File: src/rtl/chip8_fetch_ctrl.sv
// CHIP-8 instruction sequencer: owns PC and call stack, fetches 2-byte opcodes,
// executes control flow locally and hands other opcodes to the datapath.
module chip8_fetch_ctrl #(
    parameter logic [11:0] START_ADDR  = 12'h200,
    parameter int unsigned STACK_DEPTH = 16
) (
    input  logic                         clk,
    input  logic                         reset_n,
    input  logic                         run,
    output logic [11:0]                  mem_addr,
    output logic                         mem_rd,
    input  logic [7:0]                   mem_rdata,
    output logic [15:0]                  opcode,
    input  logic [3:0]                   op_main,
    input  logic [11:0]                  nnn,
    output logic                         exec_start,
    input  logic                         exec_done,
    input  logic                         skip,
    input  logic [7:0]                   v0,
    output logic [11:0]                  pc,
    output logic [$clog2(STACK_DEPTH):0] sp,
    output logic                         fault
);

    localparam int unsigned   IdxW   = $clog2(STACK_DEPTH);
    localparam logic [IdxW:0] SpFull = STACK_DEPTH[IdxW:0];
    localparam logic [IdxW:0] SpOne  = (IdxW + 1)'(1);

    typedef enum logic [2:0] {
        StFetchHi,
        StFetchLo,
        StDecode,
        StCtrl,
        StExec,
        StHalt
    } state_e;

    state_e          state_q, state_d;
    logic [11:0]     pc_q, pc_d;
    logic [IdxW:0]   sp_q, sp_d;
    logic [15:0]     opcode_q, opcode_d;
    logic            fault_q, fault_d;
    logic [11:0]     mem_addr_q;
    logic [11:0]     stack_q [STACK_DEPTH];
    logic            push;
    logic [IdxW-1:0] push_idx, pop_idx;

    assign push_idx = sp_q[IdxW-1:0];
    assign pop_idx  = IdxW'(sp_q - SpOne);

    always_comb begin
        state_d    = state_q;
        pc_d       = pc_q;
        sp_d       = sp_q;
        opcode_d   = opcode_q;
        fault_d    = fault_q;
        mem_rd     = 1'b0;
        mem_addr   = mem_addr_q;
        exec_start = 1'b0;
        push       = 1'b0;
        unique case (state_q)
            StFetchHi: begin
                if (run) begin
                    mem_rd   = 1'b1;
                    mem_addr = pc_q;
                    state_d  = StFetchLo;
                end
            end
            StFetchLo: begin
                opcode_d[15:8] = mem_rdata;
                mem_rd         = 1'b1;
                mem_addr       = pc_q + 12'd1;
                state_d        = StDecode;
            end
            StDecode: begin
                opcode_d[7:0] = mem_rdata;
                state_d       = StCtrl;
            end
            StCtrl: begin
                state_d = StFetchHi;
                if (opcode_q == 16'h00EE) begin
                    if (sp_q == '0) begin
                        fault_d = 1'b1;
                        state_d = StHalt;
                    end else begin
                        pc_d = stack_q[pop_idx];
                        sp_d = sp_q - SpOne;
                    end
                end else if (op_main == 4'h1) begin
                    pc_d = nnn;
                end else if (op_main == 4'h2) begin
                    if (sp_q == SpFull) begin
                        fault_d = 1'b1;
                        state_d = StHalt;
                    end else begin
                        push = 1'b1;
                        sp_d = sp_q + SpOne;
                        pc_d = nnn;
                    end
                end else if (op_main == 4'hB) begin
                    pc_d = nnn + {4'h0, v0};
                end else begin
                    exec_start = 1'b1;
                    state_d    = StExec;
                end
            end
            StExec: begin
                if (exec_done) begin
                    pc_d    = pc_q + (skip ? 12'd4 : 12'd2);
                    state_d = StFetchHi;
                end
            end
            StHalt: ;
            default: state_d = StHalt;
        endcase
        // Keep strobes quiet while reset is being applied.
        if (!reset_n) begin
            mem_rd     = 1'b0;
            mem_addr   = mem_addr_q;
            exec_start = 1'b0;
            push       = 1'b0;
        end
    end

    always_ff @(posedge clk) begin
        if (!reset_n) begin
            state_q    <= StFetchHi;
            pc_q       <= START_ADDR;
            sp_q       <= '0;
            opcode_q   <= 16'h0000;
            fault_q    <= 1'b0;
            mem_addr_q <= START_ADDR;
        end else begin
            state_q    <= state_d;
            pc_q       <= pc_d;
            sp_q       <= sp_d;
            opcode_q   <= opcode_d;
            fault_q    <= fault_d;
            mem_addr_q <= mem_addr;
        end
    end

    // Stack contents survive reset; only sp is cleared.
    always_ff @(posedge clk) begin
        if (push) begin
            stack_q[push_idx] <= pc_q + 12'd2;
        end
    end

    assign pc     = pc_q;
    assign sp     = sp_q;
    assign opcode = opcode_q;
    assign fault  = fault_q;

endmodule

File: config.mk
export PLATFORM = sky130hd
export DESIGN_NAME = chip8_fetch_ctrl
export DESIGN_NICKNAME = d
export VERILOG_FILES = /design/src/rtl/chip8_fetch_ctrl.sv
export SDC_FILE = /design/constraint.sdc
export NUM_CORES = 1
export LEC_CHECK = 0
export ABC_AREA = 0
export BUFFER_PORTS_ARGS = -buffer_cell sky130_fd_sc_hd__buf_2
export CORE_ASPECT_RATIO = 2
export CORE_MARGIN = 5
export CORE_UTILIZATION = 50
export DETAILED_ROUTE_END_ITERATION = 8
export PLACE_DENSITY = 0.76
export SETUP_SLACK_MARGIN = 0.4
export SYNTH_ARGS = -nofsm -noshare
export SYNTH_HDL_FRONTEND = slang
export SYNTH_SLANG_ARGS = --single-unit
File: constraint.sdc
create_clock -name clk -period 3.86 [get_ports clk]
set_input_delay 0.579 -clock clk [delete_from_list [all_inputs] [get_ports clk]]
set_output_delay 0.579 -clock clk [all_outputs]
set_load 0.01 [all_outputs]
==> impl_metrics.tcl, run 1 <==
set metrics [dict create \
    status "complete, no violations" \
    viasPerCell 6.32 \
    finalCritPeriodShare_pct 85.9 \
    dieHeight_um 220 \
    grt_pass1_wl_um 44800 \
    antenna_found_initial 1 \
    leakagePower_nw 4.40 \
    synthToLayoutAreaGrowth_pct 14.2 \
    fp.dieW_um 115 \
    synth_ff_type "edfxtp_1" \
    power_density_nw_per_um2 433 \
    wl_per_cell_um 25.6 \
    clk_latency_ps 520 \
    rsz0062_at_grt "false" \
    dr.pass1.iters 5 \
    cts_resized 0 \
    root_buffer "clkbuf_16" \
    grt_max_degree 40 \
    fin_ws_ps 543 \
    postPlaceCellArea_sq_um 11900 \
    cts_setup_buffers 0 \
    synth_area_leaders "edfxtp_1, mux4_2, dfxtp_1" \
    tightest_slew_ps 1180 \
    yosysSeqAreaShare_pct 61.1 \
    cts_tree "built" \
    fin_crit_ps 3320 \
    grt_usage_pct 23.9 \
    worstPathMaxFanout 12 \
    hold_path_class "primary input to flop" \
    startpoint_type "flop" \
    synth.avg_cell_area_sq_um 14.1 \
    fin_skew_ps 17.7 \
    cts_hold_buf 0 \
    clock.fmax_mhz 302 \
    synth.most_common_cell "edfxtp_1" \
    drtIter0Drc 683 \
    synth_seq_cells 241 \
    setup_violations 0 \
    synthTopCellsByCount "edfxtp_1, nand2_1, nor2_1" \
    postSynthCellCount 783 \
    slowest_stage "dfxtp_1" \
    syn-num-nets 839 \
    first_global_vias 7602 \
    total_power_mw 5.46 \
    synth_edf_count 192 \
    pre_cts_slack_ps 746 \
    peakVddDrop_uv 420 \
    die_area_sq_um 25300 \
    tns_ps 0 \
    max_cap_viol_count 0 \
    fin_area_sq_um 12600 \
    yosysUniqueCellTypes 73 \
    synth.yosys.warnings 0 \
    synth-async-reset-ratio_pct 0 \
    grt-ovfl-total 0 \
    relSlewSlack_pct 20.9 \
    std_cell_rows 77 \
    criticalPathCategory "flop to output pin" \
    final-hold-violation-count 0 \
    cp_cell_sequence "nand3_1 -> nor2_1 -> a21oi_1 -> o21ai_0 -> o21a_1 -> o21ai_0 -> buf_2" \
    crit_required_ps 3280 \
    dp_hpwl_um 21000 \
    cp_slowest_stage_delay_ps 730 \
    port_buffers 84 \
    cts_max_level 1 \
    finalWirelength_um 30100 \
    drc 0 \
    clkTransAtPathRegs_ps 80 \
    fin_nets 941 \
    end_kind "output pin" \
    num_vias 7429 \
    core_sq_um 22000 \
    crit_arrival_ps 2740 \
    cts.sinks 241 \
    drive_above_1_share_pct 25.6 \
    report.final.slew_viol_count 0 \
    start_util_pct 50.3 \
    crit_path_frequent_cell "o21ai_0" \
    place_congestion 0.976 \
    ioPinCount 85 \
    numCtsBuffers 20 \
    cts_buffer_depth 3 \
    netlist_area_sq_um 11000 \
    drtAntennaViolNets 0 \
    synth_top_area_share_pct 52.2 \
    yosysTopAreaCell "edfxtp_1" \
]
-- logic make-up (layout without fill, tap and decap cells) --
logic type	Yosys count	count (layout)	share of synthesized area, %
multiplexers	74	74	13.6
XOR/XNOR	23	23	1.89
AO/OA/AOI/OAI	142	142	8.51
other	0	1	0
flip-flops	241	241	61.1
adder cells (fa/ha/maj)	19	19	2.29
buffers and inverters	59	174	2.49
AND/OR/NAND/NOR	225	225	10.1
-- worst max-delay path, delay by kind of cell, from the launching register on --
kind                   cells  cell delay, ps
AOI/OAI and AO/OA          4             530
buffers and inverters      1             150
DFF                        1             730
and+or+nand+nor            2             810
-- sequential cells by signal (all words and copies together) (netlist names) --
signal      cells
fault           1
mem_addr_q     12
opcode         16
pc             12
sp              5
stack_q       192
state_q         3
-- report_power, final --
part | switching (mW) | internal (mW) | total, mW
Sequential | 0.0544 | 2.84 | 2.89
Clock | 0.972 | 1.15 | 2.12
Combinational | 0.285 | 0.164 | 0.449
-- through the flow --
stage               utilization [%]  std cells  hold slack, ps
floorplan                         -        783             437
global placement               54.3       1138             441
detailed placement             54.3       1138             448
CTS                            57.4       1173             296
global route                   57.5       1175             300
finish                         57.5       1175             310
-- placed cells by master, fill, tap and decap left out, drive strengths merged, types with 6 or more instances in the layout --
| master | instances |
|---|---|
| a211oi | 9 |
| a21o | 6 |
| a21oi | 35 |
| a31oi | 9 |
| and2 | 12 |
| buf | 127 |
| clkbuf | 21 |
| dfxtp | 49 |
| edfxtp | 192 |
| ha | 17 |
| inv | 15 |
| mux2i | 13 |
| mux4 | 58 |
| nand2 | 73 |
| nand3 | 20 |
| nor2 | 55 |
| nor3 | 20 |
| o21a | 7 |
| o21ai | 32 |
| xnor2 | 16 |
| xor2 | 7 |
-- area by class of cell --
| type | count | area (sq um) |
|---|---|---|
| clock inverters | 14 | 159 |
| well taps | 276 | 345 |
| fillers | 1667 | 9350 |
| flip-flops and latches | 241 | 6750 |
| clock buffers | 21 | 526 |
| multi-input cells | 483 | 4050 |
| diodes | 1 | 2.50 |
| inverters | 12 | 45.0 |
| repair buffers | 127 | 743 |
-- path summary, 6_finish.rpt --
kind                              from  slack, ps  depth (start not counted)                   endpoint
max                 pc[4]$_SDFFE_PN0P_        540                          7                mem_addr[7]
min                       mem_rdata[7]        310                          3    opcode[15]$_SDFFE_PN0P_
max reg2reg         sp[0]$_SDFFE_PN0P_        780                          9         pc[2]$_SDFFE_PN0P_
min reg2reg  mem_addr_q[10]$_SDFF_PN0_        460                          2  mem_addr_q[10]$_SDFF_PN0_
-- per-layer routing --
metal	global-route usage (%)	vias to the layer above	wire, um
li1	-	3262	-
met1	24.3	3655	9770
met2	43.6	391	16200
met3	3.61	121	1830
met4	17.1	0	2290
met5	0	-	0
Note: power is estimated with default switching activity, not from simulation.
==> inputs of run 2 (changes only) <==
CORE_UTILIZATION = 60   (was 50)
GPL_ROUTABILITY_DRIVEN = 0   (was unset)
PLACE_DENSITY = 0.88   (was 0.76)
==> run 2 against run 1 <==
Against the previous run:
- design area decreased by 1.3%
- sequential share of layout area increased by 0.69 points
- hold slack better by 22 ps
- non-clock buffer count fell by 9
- utilization up 11 points
- largest cell class unchanged
- highest routed layer unchanged
==> impl_metrics.tcl, run 2 (synthesized netlist as in run 1, its figures left out) <==
set metrics [dict create \
    multi_input_area_sq_um 4060 \
    clkTransAtPathRegs_ps 70 \
    ioPinCount 85 \
    grt_pass1_wl_um 44800 \
    drc 0 \
    cts_max_level 1 \
    leakagePower_nw 4.36 \
    finalWirelength_um 29800 \
    status "complete, no violations" \
    wl_per_cell_um 27.0 \
    cts_tree "built" \
    end_kind "output pin" \
    finalCritPeriodShare_pct 84.3 \
    port_buffers 84 \
    fin_crit_ps 3260 \
    core_sq_um 18200 \
    drtAntennaViolNets 0 \
    max_cap_viol_count 0 \
    postPlaceCellArea_sq_um 11800 \
    cts_buffer_depth 3 \
    clk_latency_ps 500 \
    diodes 0 \
    drtIter0Drc 930 \
    largest_reg_flops 192 \
    fin_area_sq_um 12500 \
    grt-ovfl-total 0 \
    hold_path_class "primary input to flop" \
    first_global_vias 7650 \
    tns_ps 0 \
    root_buffer "clkbuf_16" \
    grt_usage_pct 28.0 \
    fp.dieW_um 106 \
    synthToLayoutAreaGrowth_pct 12.8 \
    dieHeight_um 202 \
    numCtsBuffers 20 \
    grt_max_degree 42 \
    dp_hpwl_um 20000 \
    std_cell_rows 70 \
    startpoint_type "flop" \
    drive_above_1_share_pct 24.4 \
    cts_resized 0 \
    crit_arrival_ps 2680 \
    fin_nets 932 \
    final_cell_mix "edfxtp_1, buf_2, nand2_1" \
    final-hold-violation-count 0 \
    cts_hold_buf 0 \
    start_util_pct 60.6 \
    use_met1_pct 29.6 \
    antenna_found_initial 0 \
    cts_setup_buffers 0 \
    fin_skew_ps 13.6 \
    crit_required_ps 3280 \
    dr.pass1.iters 6 \
    top_register "stack_q" \
    power_density_nw_per_um2 429 \
    rsz0062_at_grt "false" \
    criticalPathCategory "flop to output pin" \
    use_met3_pct 3.80 \
    top_usage_layer "met2" \
    report.final.slew_viol_count 0 \
    tightest_slew_ps 1180 \
    worstPathMaxFanout 12 \
    cts.sinks 241 \
    setup_violations 0 \
    viasPerCell 6.94 \
    die_area_sq_um 21400 \
    globalRouteMet2Util_pct 51.5 \
    relSlewSlack_pct 20.7 \
    num_vias 7664 \
    regArea_sq_um 6750 \
    fill_cells 1168 \
    layout_commonest_cell "edfxtp_1" \
    clock.fmax_mhz 307 \
    peakVddDrop_uv 296 \
]
## run 2: cell count changes in the layout (fill, tap and decap cells not counted), moves of 2 or more
cell / previous run / this run
clkinv_2: 0 / 3
inv_6: 3 / 1
clkinv_1: 0 / 3
clkinvlp_4: 5 / 1
buf_12: 0 / 2
buf_4: 43 / 31
clkinv_4: 4 / 2
## run 2: area by class of cell
type / instances / area share, %
Tap cell: 216 / 2.17
Clock inverter: 13 / 1.09
Clock buffer: 21 / 4.05
Inverter: 12 / 0.362
Sequential cell: 241 / 54.2
Multi-Input combinational cell: 483 / 32.5
Timing Repair Buffer: 118 / 5.60
## run 2: worst paths after layout
kind / from / end / slack (ps) / cells past startpoint
worst max-delay path: pc[4]$_SDFFE_PN0P_ / mem_addr[7] / 600 / 7
worst min-delay path: mem_rdata[0] / opcode[8]$_SDFFE_PN0P_ / 330 / 3
worst max register to register: sp[0]$_SDFFE_PN0P_ / pc[8]$_SDFFE_PN0P_ / 920 / 8
worst min register to register: mem_addr_q[7]$_SDFF_PN0_ / mem_addr_q[7]$_SDFF_PN0_ / 450 / 2
## run 2: metrics by stage
| step | instances | utilization [%] | setup WS (ps) | power (mW) | hold WS (ps) |
|---|---|---|---|---|---|
| global placement | 1069 | 64.8 | 464 | 3.36 | 442 |
| detailed placement | 1069 | 64.8 | 401 | 3.38 | 447 |
| finish | 1104 | 68.4 | 604 | 5.35 | 332 |
| CTS | 1103 | 68.4 | 669 | 5.34 | 330 |
| global route | 1104 | 68.4 | 423 | 5.51 | 340 |
| floorplan | 783 | - | 703 | 3.20 | 437 |
## run 2: critical path: stages, from the launching register on
cell and delay [ps]:
dfxtp_1 710, nand3_1 350, nor2_1 430, a21oi_1 120
o21ai_0 180, o21a_1 160, o21ai_0 70, buf_2 150
## run 2: metal layers
layer | share of wire (%) | vias to the layer above
li1 | - | 3223
met1 | 32 | 3739
met2 | 53 | 536
met3 | 7.0 | 166
met4 | 8.1 | 0
met5 | 0 | -
## run 2: report_power, final
| group | switching (mW) | leakage, nW | internal [mW] | total, mW |
|---|---|---|---|---|
| logic | 0.283 | 1.87 | 0.162 | 0.444 |
| registers | 0.0536 | 2.17 | 2.84 | 2.89 |
| clock network | 0.916 | 0.312 | 1.10 | 2.01 |
